`config.mk`:
```
export PLATFORM = sky130hd
export DESIGN_NAME = axil_adapter_rd_pipe
export DESIGN_NICKNAME = d
export VERILOG_FILES = /design/src/rtl/axil_adapter_pkg.sv /design/src/rtl/axil_adapter_rd_meta_fifo.sv /design/src/rtl/axil_adapter_rd_pipe.sv
export SDC_FILE = /design/constraint.sdc
export NUM_CORES = 1
export LEC_CHECK = 0
export BUFFER_PORTS_ARGS = -buffer_cell sky130_fd_sc_hd__buf_2
export CAP_MARGIN = 20
export CORE_ASPECT_RATIO = 0.6
export CORE_UTILIZATION = 42
export CTS_CLUSTER_SIZE = 25
export DETAILED_ROUTE_END_ITERATION = 8
export PLACE_DENSITY = 0.68
export RECOVER_POWER = 50
export SKIP_LAST_GASP = 1
export SLEW_MARGIN = 20
export SYNTH_ARGS = -nofsm -noshare
export SYNTH_HDL_FRONTEND = slang
export SYNTH_HIERARCHICAL = 1
export SYNTH_SLANG_ARGS = --single-unit
```
`constraint.sdc`:
```
create_clock -name clk -period 3.9 [get_ports clk]
set_clock_uncertainty 0.1 [all_clocks]
set_input_delay 0.195 -clock clk [delete_from_list [all_inputs] [get_ports clk]]
set_output_delay 0.195 -clock clk [all_outputs]
set_load 0.01 [all_outputs]
```
`src/rtl/axil_adapter_pkg.sv`:
```
// Shared definitions for the AXI4-lite read width adapters: response codes,
// width-mode derivation helpers, issuer state encoding and R-path metadata record.
package axil_adapter_pkg;

    localparam logic [1:0] RESP_OKAY   = 2'b00;
    localparam logic [1:0] RESP_EXOKAY = 2'b01;
    localparam logic [1:0] RESP_SLVERR = 2'b10;
    localparam logic [1:0] RESP_DECERR = 2'b11;

    localparam int unsigned META_LANE_W = 8;

    typedef struct packed {
        logic [META_LANE_W-1:0] lane;
        logic                   last;
    } rd_meta_t;

    typedef enum logic {
        ST_IDLE,
        ST_ISSUE
    } rd_issue_state_t;

    function automatic bit calc_expand(input int unsigned s_strb, input int unsigned m_strb);
        return m_strb >= s_strb;
    endfunction

    function automatic int unsigned calc_segment_count(input int unsigned s_strb, input int unsigned m_strb);
        return (m_strb >= s_strb) ? (m_strb / s_strb) : (s_strb / m_strb);
    endfunction

    function automatic int unsigned calc_addr_off(input int unsigned strb);
        return $clog2(strb);
    endfunction

    function automatic bit is_pow2(input int unsigned v);
        return (v != 0) && ((v & (v - 1)) == 0);
    endfunction

endpackage

```
`src/rtl/axil_adapter_rd_meta_fifo.sv`:
```
// Synchronous metadata FIFO for in-flight downstream reads; push into a full
// FIFO is accepted when a pop happens in the same cycle.
module axil_adapter_rd_meta_fifo
    import axil_adapter_pkg::*;
#(
    parameter int unsigned DEPTH = 4,
    parameter int unsigned CNT_W = $clog2(DEPTH + 1)
) (
    input  logic             clk,
    input  logic             rst,
    input  logic             i_push,
    input  rd_meta_t         i_push_data,
    input  logic             i_pop,
    output rd_meta_t         o_pop_data,
    output logic             o_empty,
    output logic [CNT_W-1:0] o_count
);

    localparam int unsigned PTR_W = (DEPTH > 1) ? $clog2(DEPTH) : 1;

    rd_meta_t         r_mem [DEPTH];
    logic [PTR_W-1:0] r_wr_ptr;
    logic [PTR_W-1:0] r_rd_ptr;
    logic [CNT_W-1:0] r_count;

    logic             w_full;
    logic             w_wr;
    logic             w_rd;
    logic [PTR_W-1:0] w_wr_next;
    logic [PTR_W-1:0] w_rd_next;

    assign w_full    = (r_count == CNT_W'(DEPTH));
    assign o_empty   = (r_count == '0);
    assign o_count   = r_count;
    assign o_pop_data = r_mem[r_rd_ptr];

    assign w_rd      = i_pop && !o_empty;
    assign w_wr      = i_push && (!w_full || w_rd);
    assign w_wr_next = (r_wr_ptr == PTR_W'(DEPTH - 1)) ? '0 : r_wr_ptr + PTR_W'(1);
    assign w_rd_next = (r_rd_ptr == PTR_W'(DEPTH - 1)) ? '0 : r_rd_ptr + PTR_W'(1);

    always_ff @(posedge clk) begin
        if (w_wr) begin
            r_mem[r_wr_ptr] <= i_push_data;
        end
    end

    always_ff @(posedge clk) begin
        if (rst) begin
            r_wr_ptr <= '0;
            r_rd_ptr <= '0;
            r_count  <= '0;
        end else begin
            if (w_wr) r_wr_ptr <= w_wr_next;
            if (w_rd) r_rd_ptr <= w_rd_next;
            case ({w_wr, w_rd})
                2'b10:   r_count <= r_count + CNT_W'(1);
                2'b01:   r_count <= r_count - CNT_W'(1);
                default: r_count <= r_count;
            endcase
        end
    end

endmodule

```
`src/rtl/axil_adapter_rd_pipe.sv`:
```
// AXI4-lite read width adapter with up to MAX_OUTSTANDING pipelined downstream reads.
// Define AXIL_ADAPTER_RD_ERR_ZERO_EN to zero the data of non-OKAY downstream beats.
module axil_adapter_rd_pipe
    import axil_adapter_pkg::*;
#(
    parameter int unsigned ADDR_WIDTH      = 32,
    parameter int unsigned S_DATA_WIDTH    = 32,
    parameter int unsigned S_STRB_WIDTH    = S_DATA_WIDTH / 8,
    parameter int unsigned M_DATA_WIDTH    = 32,
    parameter int unsigned M_STRB_WIDTH    = M_DATA_WIDTH / 8,
    parameter int unsigned MAX_OUTSTANDING = 4
) (
    input  logic                               clk,
    input  logic                               rst,
    input  logic [ADDR_WIDTH-1:0]              s_axil_araddr,
    input  logic [2:0]                         s_axil_arprot,
    input  logic                               s_axil_arvalid,
    output logic                               s_axil_arready,
    output logic [S_DATA_WIDTH-1:0]            s_axil_rdata,
    output logic [1:0]                         s_axil_rresp,
    output logic                               s_axil_rvalid,
    input  logic                               s_axil_rready,
    output logic [ADDR_WIDTH-1:0]              m_axil_araddr,
    output logic [2:0]                         m_axil_arprot,
    output logic                               m_axil_arvalid,
    input  logic                               m_axil_arready,
    input  logic [M_DATA_WIDTH-1:0]            m_axil_rdata,
    input  logic [1:0]                         m_axil_rresp,
    input  logic                               m_axil_rvalid,
    output logic                               m_axil_rready,
    output logic [$clog2(MAX_OUTSTANDING+1)-1:0] outstanding_count
);

    localparam bit          EXPAND    = calc_expand(S_STRB_WIDTH, M_STRB_WIDTH);
    localparam int unsigned SEG_COUNT = calc_segment_count(S_STRB_WIDTH, M_STRB_WIDTH);
    localparam int unsigned S_OFF     = calc_addr_off(S_STRB_WIDTH);
    localparam int unsigned SEG_W     = (SEG_COUNT > 1) ? $clog2(SEG_COUNT) : 1;
    localparam int unsigned CNT_W     = $clog2(MAX_OUTSTANDING + 1);

    if (S_DATA_WIDTH / S_STRB_WIDTH != M_DATA_WIDTH / M_STRB_WIDTH) begin : g_err_word
        $error("axil_adapter_rd_pipe: word size differs between sides");
    end
    if (!is_pow2(S_STRB_WIDTH) || !is_pow2(M_STRB_WIDTH)) begin : g_err_pow2
        $error("axil_adapter_rd_pipe: word counts must be powers of two");
    end
    if (MAX_OUTSTANDING < 1) begin : g_err_outst
        $error("axil_adapter_rd_pipe: MAX_OUTSTANDING must be at least 1");
    end

    rd_issue_state_t           r_state;
    logic                      r_s_arready;
    logic                      r_m_arvalid;
    logic [ADDR_WIDTH-1:0]     r_m_araddr;
    logic [2:0]                r_m_arprot;
    logic [SEG_W-1:0]          r_beat;
    logic [META_LANE_W-1:0]    r_lane;
    logic                      r_s_rvalid;
    logic [1:0]                r_s_rresp;
    logic [1:0]                r_resp_acc;
    logic [S_DATA_WIDTH-1:0]   r_s_rdata;

    logic                      w_push;
    logic                      w_pop;
    logic                      w_ar_last;
    logic                      w_fifo_empty;
    logic [CNT_W-1:0]          w_cnt;
    logic [CNT_W:0]            w_cnt_next;
    logic                      w_can_issue;
    logic                      w_m_rready;
    logic [META_LANE_W-1:0]    w_s_lane;
    logic [ADDR_WIDTH-1:0]     w_s_base;
    logic [M_DATA_WIDTH-1:0]   w_beat_data;
    logic [1:0]                w_resp_cur;
    rd_meta_t                  w_meta_in;
    rd_meta_t                  w_meta_out;

    assign s_axil_arready    = r_s_arready;
    assign m_axil_arvalid    = r_m_arvalid;
    assign m_axil_araddr     = r_m_araddr;
    assign m_axil_arprot     = r_m_arprot;
    assign m_axil_rready     = w_m_rready;
    assign s_axil_rvalid     = r_s_rvalid;
    assign s_axil_rresp      = r_s_rresp;
    assign s_axil_rdata      = r_s_rdata;
    assign outstanding_count = w_cnt;

    assign w_push    = r_m_arvalid && m_axil_arready;
    assign w_ar_last = EXPAND || (r_beat == SEG_W'(SEG_COUNT - 1));
    assign w_s_lane  = META_LANE_W'((s_axil_araddr >> S_OFF) & ADDR_WIDTH'(SEG_COUNT - 1));
    assign w_s_base  = s_axil_araddr & ~ADDR_WIDTH'(S_STRB_WIDTH - 1);

    // Issue decision looks at next cycle's count so a registered arvalid never overshoots.
    assign w_cnt_next  = {1'b0, w_cnt} + {{CNT_W{1'b0}}, w_push} - {{CNT_W{1'b0}}, w_pop};
    assign w_can_issue = (w_cnt_next < (CNT_W+1)'(MAX_OUTSTANDING));

    assign w_meta_in.lane = EXPAND ? r_lane : META_LANE_W'(r_beat);
    assign w_meta_in.last = w_ar_last;

    axil_adapter_rd_meta_fifo #(
        .DEPTH (MAX_OUTSTANDING),
        .CNT_W (CNT_W)
    ) u_meta_fifo (
        .clk         (clk),
        .rst         (rst),
        .i_push      (w_push),
        .i_push_data (w_meta_in),
        .i_pop       (w_pop),
        .o_pop_data  (w_meta_out),
        .o_empty     (w_fifo_empty),
        .o_count     (w_cnt)
    );

    always_ff @(posedge clk) begin
        if (rst) begin
            r_state     <= ST_IDLE;
            r_s_arready <= 1'b0;
            r_m_arvalid <= 1'b0;
            r_beat      <= '0;
        end else begin
            case (r_state)
                ST_IDLE: begin
                    r_s_arready <= 1'b1;
                    if (r_s_arready && s_axil_arvalid) begin
                        r_s_arready <= 1'b0;
                        r_state     <= ST_ISSUE;
                        r_m_araddr  <= EXPAND ? s_axil_araddr : w_s_base;
                        r_m_arprot  <= s_axil_arprot;
                        r_lane      <= w_s_lane;
                        r_beat      <= '0;
                        r_m_arvalid <= w_can_issue;
                    end
                end
                ST_ISSUE: begin
                    if (w_push) begin
                        if (w_ar_last) begin
                            r_state     <= ST_IDLE;
                            r_m_arvalid <= 1'b0;
                            r_s_arready <= 1'b1;
                        end else begin
                            r_beat      <= r_beat + SEG_W'(1);
                            r_m_araddr  <= r_m_araddr + ADDR_WIDTH'(M_STRB_WIDTH);
                            r_m_arvalid <= w_can_issue;
                        end
                    end else if (!r_m_arvalid) begin
                        r_m_arvalid <= w_can_issue;
                    end
                end
                default: r_state <= ST_IDLE;
            endcase
        end
    end

    assign w_m_rready = !w_fifo_empty && (!r_s_rvalid || s_axil_rready);
    assign w_pop      = w_m_rready && m_axil_rvalid;
    assign w_resp_cur = (r_resp_acc != RESP_OKAY) ? r_resp_acc : m_axil_rresp;

`ifdef AXIL_ADAPTER_RD_ERR_ZERO_EN
    assign w_beat_data = (m_axil_rresp != RESP_OKAY) ? '0 : m_axil_rdata;
`else
    assign w_beat_data = m_axil_rdata;
`endif

    always_ff @(posedge clk) begin
        if (rst) begin
            r_s_rvalid <= 1'b0;
            r_resp_acc <= RESP_OKAY;
        end else begin
            if (s_axil_rready) r_s_rvalid <= 1'b0;
            if (w_pop) begin
                if (w_meta_out.last) begin
                    r_s_rvalid <= 1'b1;
                    r_s_rresp  <= w_resp_cur;
                    r_resp_acc <= RESP_OKAY;
                end else begin
                    r_resp_acc <= w_resp_cur;
                end
            end
        end
    end

    // The response register doubles as the narrow-mode assembly buffer; it is only
    // rewritten after the previous response has been accepted upstream.
    if (EXPAND) begin : g_expand
        always_ff @(posedge clk) begin
            if (w_pop) begin
                r_s_rdata <= S_DATA_WIDTH'(w_beat_data >> (int'(w_meta_out.lane) * S_DATA_WIDTH));
            end
        end
    end else begin : g_narrow
        always_ff @(posedge clk) begin
            if (w_pop) begin
                r_s_rdata[int'(w_meta_out.lane[SEG_W-1:0]) * M_DATA_WIDTH +: M_DATA_WIDTH] <= w_beat_data;
            end
        end
    end

endmodule

```
==> flow_metrics.tcl, run 1 <==
set metrics [dict create \
    cts_setup_buffers 0 \
    syn2layout_area_growth_pct 47.0 \
    synthMostInstantiatedCell "edfxtp_1" \
    period_minus_slack_ns 2.81 \
    p_int_mw 2.53 \
    reg2reg_depth 7 \
    syn_area_um2 4630 \
    cts_resized 0 \
    setup_viol 0 \
    cts_tree "yes" \
    met3_usage_pct 5.13 \
    grt_max_degree 46 \
    critical_path.cell_chain "nor3_1, inv_1, and3_2, buf_4, nor4b_4, nor2_1, and2_1" \
    p_sw_uw 680 \
    drc 0 \
    final_max_slew_viol_count 33 \
    drtPass1Iterations 5 \
    wirelength_mm 11.0 \
    core_um2 10600 \
    worst_slew_pin_slew_ns 1.86 \
    crit_path_start_kind "register" \
    synthTopCellsByCount "edfxtp_1 (105), and2_1 (38), dfxtp_1 (15)" \
    vdd_drop_max_uv 337 \
    grt_usage_pct 20.3 \
    power_frac_comb_pct 5.1 \
    fin_nets 617 \
    end_kind "register" \
    hold_viol_final 0 \
    cp_max_fo 45 \
    gp_congestion 0.763 \
    routed-via-count 3155 \
    pwr-share-seq_pct 44.5 \
    min_path_cells 2 \
    sw_frac_of_total_pct 21.2 \
    p_clk_share_pct 50.3 \
    wire_per_inst_um 16.0 \
    synthCells 272 \
    use_met1_pct 24.8 \
    hp-class "in -> reg" \
    violations "max-capacitance violations, max-slew violations" \
    clk_latency_ns 0.40 \
    critical-path-top-delay-family "simple AND/OR/NAND/NOR gates" \
    postSynth.asyncResetShare_pct 0 \
    die_h_um 83.3 \
    avgSynthCellArea_um2 17.0 \
    overflow 0 \
    synth_top_area_cell "edfxtp_1" \
    outcome "finished, violations left" \
    hold_buffers 68 \
    grt_pass1_vias 3218 \
    power_density_nw_per_um2 471 \
    clk_pin_slew_ns 0.06 \
    grt_use_met2_pct 34.1 \
    yosysSeqAreaShare_pct 74.6 \
    cap_violations 1 \
    synth.lib_cells_used.distinct 47 \
    path_buf_inv 2 \
    dp_hpwl_mm 6.62 \
    cts_max_path_buffers 2 \
    antenna_left 0 \
    antenna_cells 0 \
    fillerInstances 804 \
    cp_data_arrival_time_ns 2.75 \
    antenna_found_initial 0 \
    h-tree-depth 4 \
    root_buffer "clkbuf_16" \
    slew_headroom_pct -24.2 \
    rows 29 \
    grt_setup_unrepaired "no" \
    synth_edf_count 105 \
    crit_cells 7 \
    synthTopCellsByArea "edfxtp_1 (68%), dfxtp_1 (6.5%), and2_1 (5.1%)" \
    start_util_pct 43.5 \
    cp.required_ns 3.84 \
    grt_most_used_layer "met2" \
    critPathSlowestCell "dfxtp_1" \
    post-route-util_pct 64.0 \
    grt_pass1_wl_mm 16.8 \
    synth.yosys.warnings 6 \
    clock.fmax_ghz 0.356 \
    vias_per_cell 4.60 \
    path_class "reg -> reg" \
    drive_gt1_share_pct 22.7 \
    tns_ns 0 \
    finalCritPeriodShare_pct 72.1 \
    ys.flop_type "edfxtp_1" \
    die_x_um 138 \
    cts_sinks 120 \
    synth_top_area_share_pct 68.1 \
    ys_seq_elements 120 \
    numCtsBuffers 17 \
    slowest_delay_ns 0.61 \
    first_iter_violations 277 \
    p_leak_nw 2.63 \
    ios 151 \
    die-area_um2 11500 \
    io_buffer_count 150 \
]
cell type report:
cell class / instances / area, µm² / share of cell area [%]
Timing Repair Buffer: 220 / 1340 / 19.7
Sequential cell: 120 / 3450 / 50.7
Clock inverter: 15 / 188 / 2.76
Multi-Input combinational cell: 162 / 1170 / 17.2
Clock buffer: 17 / 425 / 6.25
Tap cell: 139 / 174 / 2.56
Inverter: 13 / 48.8 / 0.717
flip-flops by register name (all words and copies together) (netlist names), named ones only:
register and cells:
s_axil_rresp 2, s_axil_arready 1, u_meta_fifo/r_wr_ptr 2, m_axil_arvalid 1, u_meta_fifo/o_count 3, r_resp_acc 2, u_meta_fifo/r_mem 36, r_state 1
s_axil_rvalid 1, u_meta_fifo/r_rd_ptr 2, s_axil_rdata 32, m_axil_araddr 32, m_axil_arprot 3
power groups by stage:
stage                     registers [mW]  logic [mW]  clock network, mW
after floorplan                     1.46      0.0443                  0
after global placement              1.45       0.107                  0
after detailed placement            1.45       0.111                  0
after CTS                           1.43       0.166               1.62
after global routing                1.43       0.182               1.71
final                               1.43       0.165               1.61
routing by layer:
metal | part of all wire, % | vias up
li1 | - | 1506
met1 | 42 | 1504
met2 | 50 | 126
met5 | 0 | -
met3 | 6.0 | 19
met4 | 2.3 | 0
path summary, 6_finish.rpt:
check,slack (ns),startpoint,to
hold reg to reg,0.41,s_axil_rvalid$_SDFF_PP0_,s_axil_rvalid$_SDFF_PP0_
hold / removal,0.01,m_axil_rdata[21],s_axil_rdata[21]$_SDFFCE_PP0P_
setup reg to reg,1.09,u_meta_fifo/o_count[1]$_SDFFE_PP0P_,u_meta_fifo/r_mem[0][4]$_DFFE_PP_
setup / recovery,1.09,u_meta_fifo/o_count[1]$_SDFFE_PP0P_,u_meta_fifo/r_mem[0][4]$_DFFE_PP_
logic make-up (layout without fill, tap and decap cells):
family                   Yosys count  in the layout  synth area share, %
AO/OA/AOI/OAI                     26             26                 4.08
XOR/XNOR                           2              2                0.378
adder cells (fa/ha/maj)            8              8                 2.32
buffers and inverters             24            265                 2.89
flip-flops                       120            120                 74.6
multiplexers                      11             11                 4.81
other                              2             36                0.162
AND/OR/NAND/NOR                   79             79                 10.8
layout by cell type (no fill, tap or decap), drive strengths merged, types with 3 or more instances in the layout:
cell,instances
nand3b,3
clkbuf,98
bufinv,3
nand2,8
clkinv,4
buf,71
o21ai,7
inv,19
edfxtp,105
nor3,3
dfxtp,15
nor2,11
mux4,9
a21oi,6
or4,3
conb,36
and2,38
dlygate4sd3,68
ha,7
worst register-to-register path, stage by stage (launching register included):
cell	delay, ns
dfxtp_1	0.61
nor3_1	0.12
inv_1	0.10
and3_2	0.24
buf_4	0.51
nor4b_4	0.11
nor2_1	0.17
and2_1	0.49
through the flow:
step                power [mW]  worst slack [ns]  cell area [µm²]  instances  hold slack (ns)
detailed placement        1.56              1.07             5620        586            0.273
floorplan                 1.50             0.878             4760        306            0.164
global route              3.32             0.886             6810        686          0.00762
global placement          1.56              1.12             5620        586            0.272
CTS                       3.22              1.06             6910        686          0.00372
finish                    3.21              1.09             6810        686           0.0108
(Power assumes the default switching activity.)
==> run 2, diff against run 1 <==
Clock period 3.9 ns to 2.83 ns, I/O delays scaled along.
==> flow_metrics.tcl, run 2 (synthesis results as in run 1) <==
set metrics [dict create \
    r2r-start "u_meta_fifo/o_count[1]$_SDFFE_PP0P_" \
    fin_nets 624 \
    setup_viol 0 \
    stdcell_area_um2 6830 \
    die-area_um2 11500 \
    p_clk_share_pct 49.1 \
    core_um2 10600 \
    first_iter_violations 161 \
    cts_sinks 120 \
    layout_common_cells "edfxtp_1 (105), clkbuf_1 (80), buf_2 (73)" \
    dp_hpwl_mm 6.57 \
    tns_ns 0 \
    fin_cells 692 \
    grt_pass1_wl_mm 16.6 \
    die_h_um 83.3 \
    routed-via-count 3119 \
    start_util_pct 43.5 \
    ios 151 \
    use_met1_pct 25.7 \
    end_kind "register" \
    hold_viol_final 0 \
    rows 29 \
    numCtsBuffers 17 \
    pwr-share-seq_pct 45.6 \
    period_minus_slack_ns 2.46 \
    drc 0 \
    cap_violations 0 \
    reg2reg_depth 9 \
    slowest_delay_ns 0.53 \
    numPlacedInstances 591 \
    clk_pin_slew_ns 0.05 \
    wirelength_mm 10.8 \
    slew_headroom_pct 43.6 \
    gp_congestion 0.748 \
    wire_per_inst_um 15.6 \
    layout_commonest_cell "edfxtp_1" \
    antenna_found_initial 0 \
    p_int_mw 3.45 \
    sw_frac_of_total_pct 20.1 \
    power_frac_comb_pct 5.3 \
    post-route-util_pct 64.2 \
    antenna_left 0 \
    die_x_um 138 \
    cp.required_ns 3.00 \
    drtPass1Iterations 4 \
    place_area_um2 5670 \
    regMostFlops "u_meta_fifo/r_mem" \
    cp_max_fo 12 \
    hold_start "m_axil_rresp[1]" \
    worst_slew_pin_slew_ns 0.845 \
    critical_path.cell_chain "dlygate4sd3_1, buf_2, nand2b_4, and3_2, o31ai_1, or2b_1, fa_1, or2b_1, o211ai_1, a31oi_1" \
    io_buffer_count 150 \
    grt_most_used_layer "met2" \
    critPathCapture "u_meta_fifo/o_count[2]$_SDFFE_PP0P_" \
    antenna_cells 0 \
    grt_usage_pct 20.1 \
    path_class "in -> reg" \
    largest_reg_flops 36 \
    root_buffer "clkbuf_16" \
    syn2layout_area_growth_pct 47.5 \
    crit_top_cell "or2b_1" \
    cp_data_arrival_time_ns 2.63 \
    grt_setup_unrepaired "no" \
    hp-class "in -> reg" \
    vias_per_cell 4.51 \
    cts_tree "yes" \
    r2r_slack_ns 0.42 \
    layout_setup_ws_ns 0.374 \
    met3_usage_pct 5.01 \
    clk_latency_ns 0.41 \
    p_leak_nw 2.66 \
    r2r-end "u_meta_fifo/o_count[2]$_SDFFE_PP0P_" \
    power_density_nw_per_um2 633 \
    p_sw_uw 868 \
    drive_gt1_share_pct 23.0 \
    crit_path_start_kind "primary input" \
    worstSetupStartpoint "s_axil_rready" \
    grt_pass1_vias 3195 \
    critPathSlowestCell "dlygate4sd3_1" \
    clock.fmax_ghz 0.407 \
    final_max_slew_viol_count 0 \
    vdd_drop_max_uv 450 \
    h-tree-depth 4 \
    grt_max_degree 38 \
    cts_max_path_buffers 2 \
    finalCritPeriodShare_pct 86.8 \
    grt_use_met2_pct 32.7 \
    outcome "finished, final reports clean" \
    pre_cts_slack_ns 0.447 \
    overflow 0 \
]
[run 2: changes by cell type in the layout (fill, tap and decap cells not counted), sizes merged]
cell / before / now
buf: 71 / 76
dlygate4sd3: 68 / 70
inv: 19 / 13
clkinv: 4 / 9
[run 2: worst max-delay path, delay by kind of cell]
| kind | cells | cell delay [ns] |
|---|---|---|
| and+or+nand+nor | 4 | 1.01 |
| buffers and inverters | 2 | 0.63 |
| AOI/OAI and AO/OA | 3 | 0.47 |
| adders and majority gates | 1 | 0.38 |
[run 2: how the worst min path moves through the flow]
| stage | endpoint | cells past startpoint |
|---|---|---|
| 6_report | s_axil_rresp[1]$_DFFE_PP_ | 3 |
| 4_1_cts | s_axil_rresp[1]$_DFFE_PP_ | 3 |
| 3_5_place_dp | m_axil_araddr[22]$_DFFE_PP_ | 1 |
| 5_1_grt | s_axil_rresp[1]$_DFFE_PP_ | 3 |
| 3_3_place_gp | m_axil_araddr[10]$_DFFE_PP_ | 1 |
| 2_1_floorplan | u_meta_fifo/o_count[0]$_SDFFE_PP0P_ | 1 |
[run 2: power groups by stage]
stage          clock, mW  combinational (mW)  sequential, mW
2_1_floorplan          0              0.0611            2.01
3_3_place_gp           0               0.149            2.00
3_5_place_dp           0               0.154            2.00
4_1_cts             2.13               0.231            1.97
5_1_grt             2.23               0.253            1.97
6_report            2.12               0.231            1.97
[run 2: cell type report]
cell class / instances / area, µm²
multi-input combinational: 162 / 1160
sequential: 120 / 3450
inverter: 13 / 48.8
clock inverter: 14 / 159
tap: 139 / 174
fill: 804 / 3800
timing repair buffer: 227 / 1410
clock buffer: 17 / 425
[run 2: timing repair]
item                                    CTS  global route
setup buffers                             0             0
endpoints found under the setup margin    0             0
hold endpoints to repair                 70             0
hold buffers                             70             0
gates resized for setup                   0             0
[run 2: through the flow]
stage	total power, mW	hold WS [ns]
after floorplan	2.07	0.111
after global placement	2.15	0.218
after detailed placement	2.16	0.220
after CTS	4.33	0.0183
after global routing	4.45	0.0358
final	4.32	0.0461
[run 2: metal layers]
metal	vias up	wire length (µm)
li1	1513	-
met1	1491	4800
met2	102	5210
met3	13	637
met4	0	131
met5	-	0
==> run 3, diff against run 2 <==
Clock period 2.83 ns to 2.55 ns, I/O delays scaled along.
==> flow_metrics.tcl, run 3 (synthesis results as in run 1) <==
set metrics [dict create \
    outcome "finished, final reports clean" \
    path_class "reg -> reg" \
    root_buffer "clkbuf_16" \
    fin_cells 698 \
    cts_resized 0 \
    slowest_delay_ns 0.46 \
    rows 29 \
    crit_top_cell "or2b_1" \
    setup_viol 0 \
    clock.fmax_ghz 0.430 \
    start_util_pct 43.5 \
    p_leak_nw 2.69 \
    sw_frac_of_total_pct 22.6 \
    stdcell_area_um2 6890 \
    fin_nets 629 \
    post-route-util_pct 64.8 \
    numCtsBuffers 17 \
    vias_per_cell 4.59 \
    layout_common_cells "edfxtp_1 (105), clkbuf_1 (78), buf_2 (75)" \
    slew_headroom_pct 44.4 \
    grt_max_degree 45 \
    drtPass1Iterations 4 \
    drc 0 \
    grt_setup_unrepaired "no" \
    grt_pass1_wl_mm 17.2 \
    cts_tree "yes" \
    cts_sinks 120 \
    place_area_um2 5690 \
    syn2layout_area_growth_pct 48.9 \
    p_sw_mw 1.08 \
    clk_pin_slew_ns 0.06 \
    h-tree-depth 4 \
    cp.required_ns 2.79 \
    hold_viol_final 0 \
    finalCritPeriodShare_pct 91.3 \
    pre_cts_slack_ns 0.246 \
    antenna_found_initial 0 \
    critPathSlowestCell "clkbuf_1" \
    r2r_slack_ns 0.22 \
    layout_commonest_cell "edfxtp_1" \
    io_buffer_count 150 \
    grt_usage_pct 21.3 \
    die_h_um 83.3 \
    crit_path_start_kind "register" \
    drive_gt1_share_pct 24.7 \
    seqCellArea_um2 3460 \
    clk_latency_ns 0.42 \
    grt_pass1_vias 3197 \
    routed-via-count 3205 \
    wirelength_mm 11.6 \
    regMostFlops "u_meta_fifo/r_mem" \
    numPlacedInstances 593 \
    core_um2 10600 \
    period_minus_slack_ns 2.33 \
    cts_max_path_buffers 2 \
    hp-class "in -> reg" \
    cp_max_fo 10 \
    die-area_um2 11500 \
    reg2reg_depth 7 \
    tns_ns 0 \
    min_to "m_axil_arvalid$_SDFFE_PP0P_" \
    gp_congestion 0.788 \
    p_clk_share_pct 48.8 \
    r2r-end "u_meta_fifo/o_count[2]$_SDFFE_PP0P_" \
    p_int_mw 3.70 \
    antenna_left 0 \
    vdd_drop_max_uv 630 \
    end_kind "register" \
    r2r-start "u_meta_fifo/o_count[1]$_SDFFE_PP0P_" \
    largest_reg_flops 36 \
    ios 151 \
    power_density_nw_per_um2 693 \
    critical_path.cell_chain "clkbuf_1, o31ai_4, or2b_1, fa_1, or2b_1, o21bai_1, a31oi_1" \
    fillerInstances 775 \
    first_iter_violations 141 \
    cap_violations 0 \
    overflow 0 \
    wire_per_inst_um 16.6 \
    power_frac_comb_pct 5.6 \
    antenna_cells 0 \
    layout_setup_ws_ns 0.222 \
    die_x_um 138 \
    dp_hpwl_mm 7.27 \
    final_max_slew_viol_count 0 \
    min_path_cells 5 \
    cp_data_arrival_time_ns 2.57 \
    multi_input_area_um2 1180 \
    worst_slew_pin_slew_ns 0.834 \
    pwr-share-seq_pct 45.7 \
    hold_start "m_axil_arready" \
]
==> run 3: cell count changes in the layout (fill, tap and decap cells not counted), sizes merged <==
cell and delta:
buf +4, clkinv -6, clkbuf -2, dlygate4sd3 +3
bufinv -2, inv +9
==> run 3: worst max path at each step <==
stage	end	start	depth (start not counted)	slack, ns
2_1_floorplan	u_meta_fifo/o_count[2]$_SDFFE_PP0P_	u_meta_fifo/o_count[1]$_SDFFE_PP0P_	12	0.01
3_3_place_gp	s_axil_rdata[30]$_SDFFCE_PP0P_	register	6	0.32
3_5_place_dp	s_axil_rdata[15]$_SDFFCE_PP0P_	register	6	0.25
4_1_cts	s_axil_rdata[15]$_SDFFCE_PP0P_	register	6	0.21
5_1_grt	u_meta_fifo/o_count[2]$_SDFFE_PP0P_	u_meta_fifo/o_count[1]$_SDFFE_PP0P_	7	0.07
6_report	u_meta_fifo/o_count[2]$_SDFFE_PP0P_	u_meta_fifo/o_count[1]$_SDFFE_PP0P_	7	0.22
==> run 3: cell type report <==
class	count	share of cell area (%)
Sequential cell	120	50.1
Timing Repair Buffer	232	21.1
Multi-Input combinational cell	162	17.1
Clock buffer	17	6.17
Tap cell	139	2.52
Clock inverter	15	2.27
Inverter	13	0.708
==> run 3: metrics by stage <==
step                      hold slack, ns  total power, mW
final                              0.104             4.78
after global routing               0.122             4.94
after CTS                         0.0759             4.84
after detailed placement           0.206             2.40
after global placement             0.204             2.39
after floorplan                   0.0892             2.30
==> run 3: power groups by stage <==
stage / clock, mW / sequential [mW] / combinational (mW)
global placement: 0 / 2.22 / 0.167
detailed placement: 0 / 2.22 / 0.173
finish: 2.33 / 2.18 / 0.266
floorplan: 0 / 2.23 / 0.0688
CTS: 2.39 / 2.18 / 0.266
global route: 2.47 / 2.19 / 0.290
==> run 3: worst max-delay path: cells and delay by family, from the launching register on <==
family	cells	cell delay, ns
and+or+nand+nor	2	0.51
adders and majority gates	1	0.39
buffers and inverters	1	0.46
DFF	1	0.33
AOI/OAI and AO/OA	3	0.46
==> run 3: timing repair <==
| item | 4_1_cts | 5_1_grt |
|---|---|---|
| setup buffers | 0 | 0 |
| hold endpoints to repair | 76 | 0 |
| hold buffers | 73 | 0 |
==> run 3: layer usage <==
metal  vias to the layer above  wire, µm  track usage, %
li1                       1524         -               -
met1                      1539      5000            26.2
met2                       123      5470            33.1
met3                        19       888            8.61
met4                         0       229            8.79
met5                         -         0               0
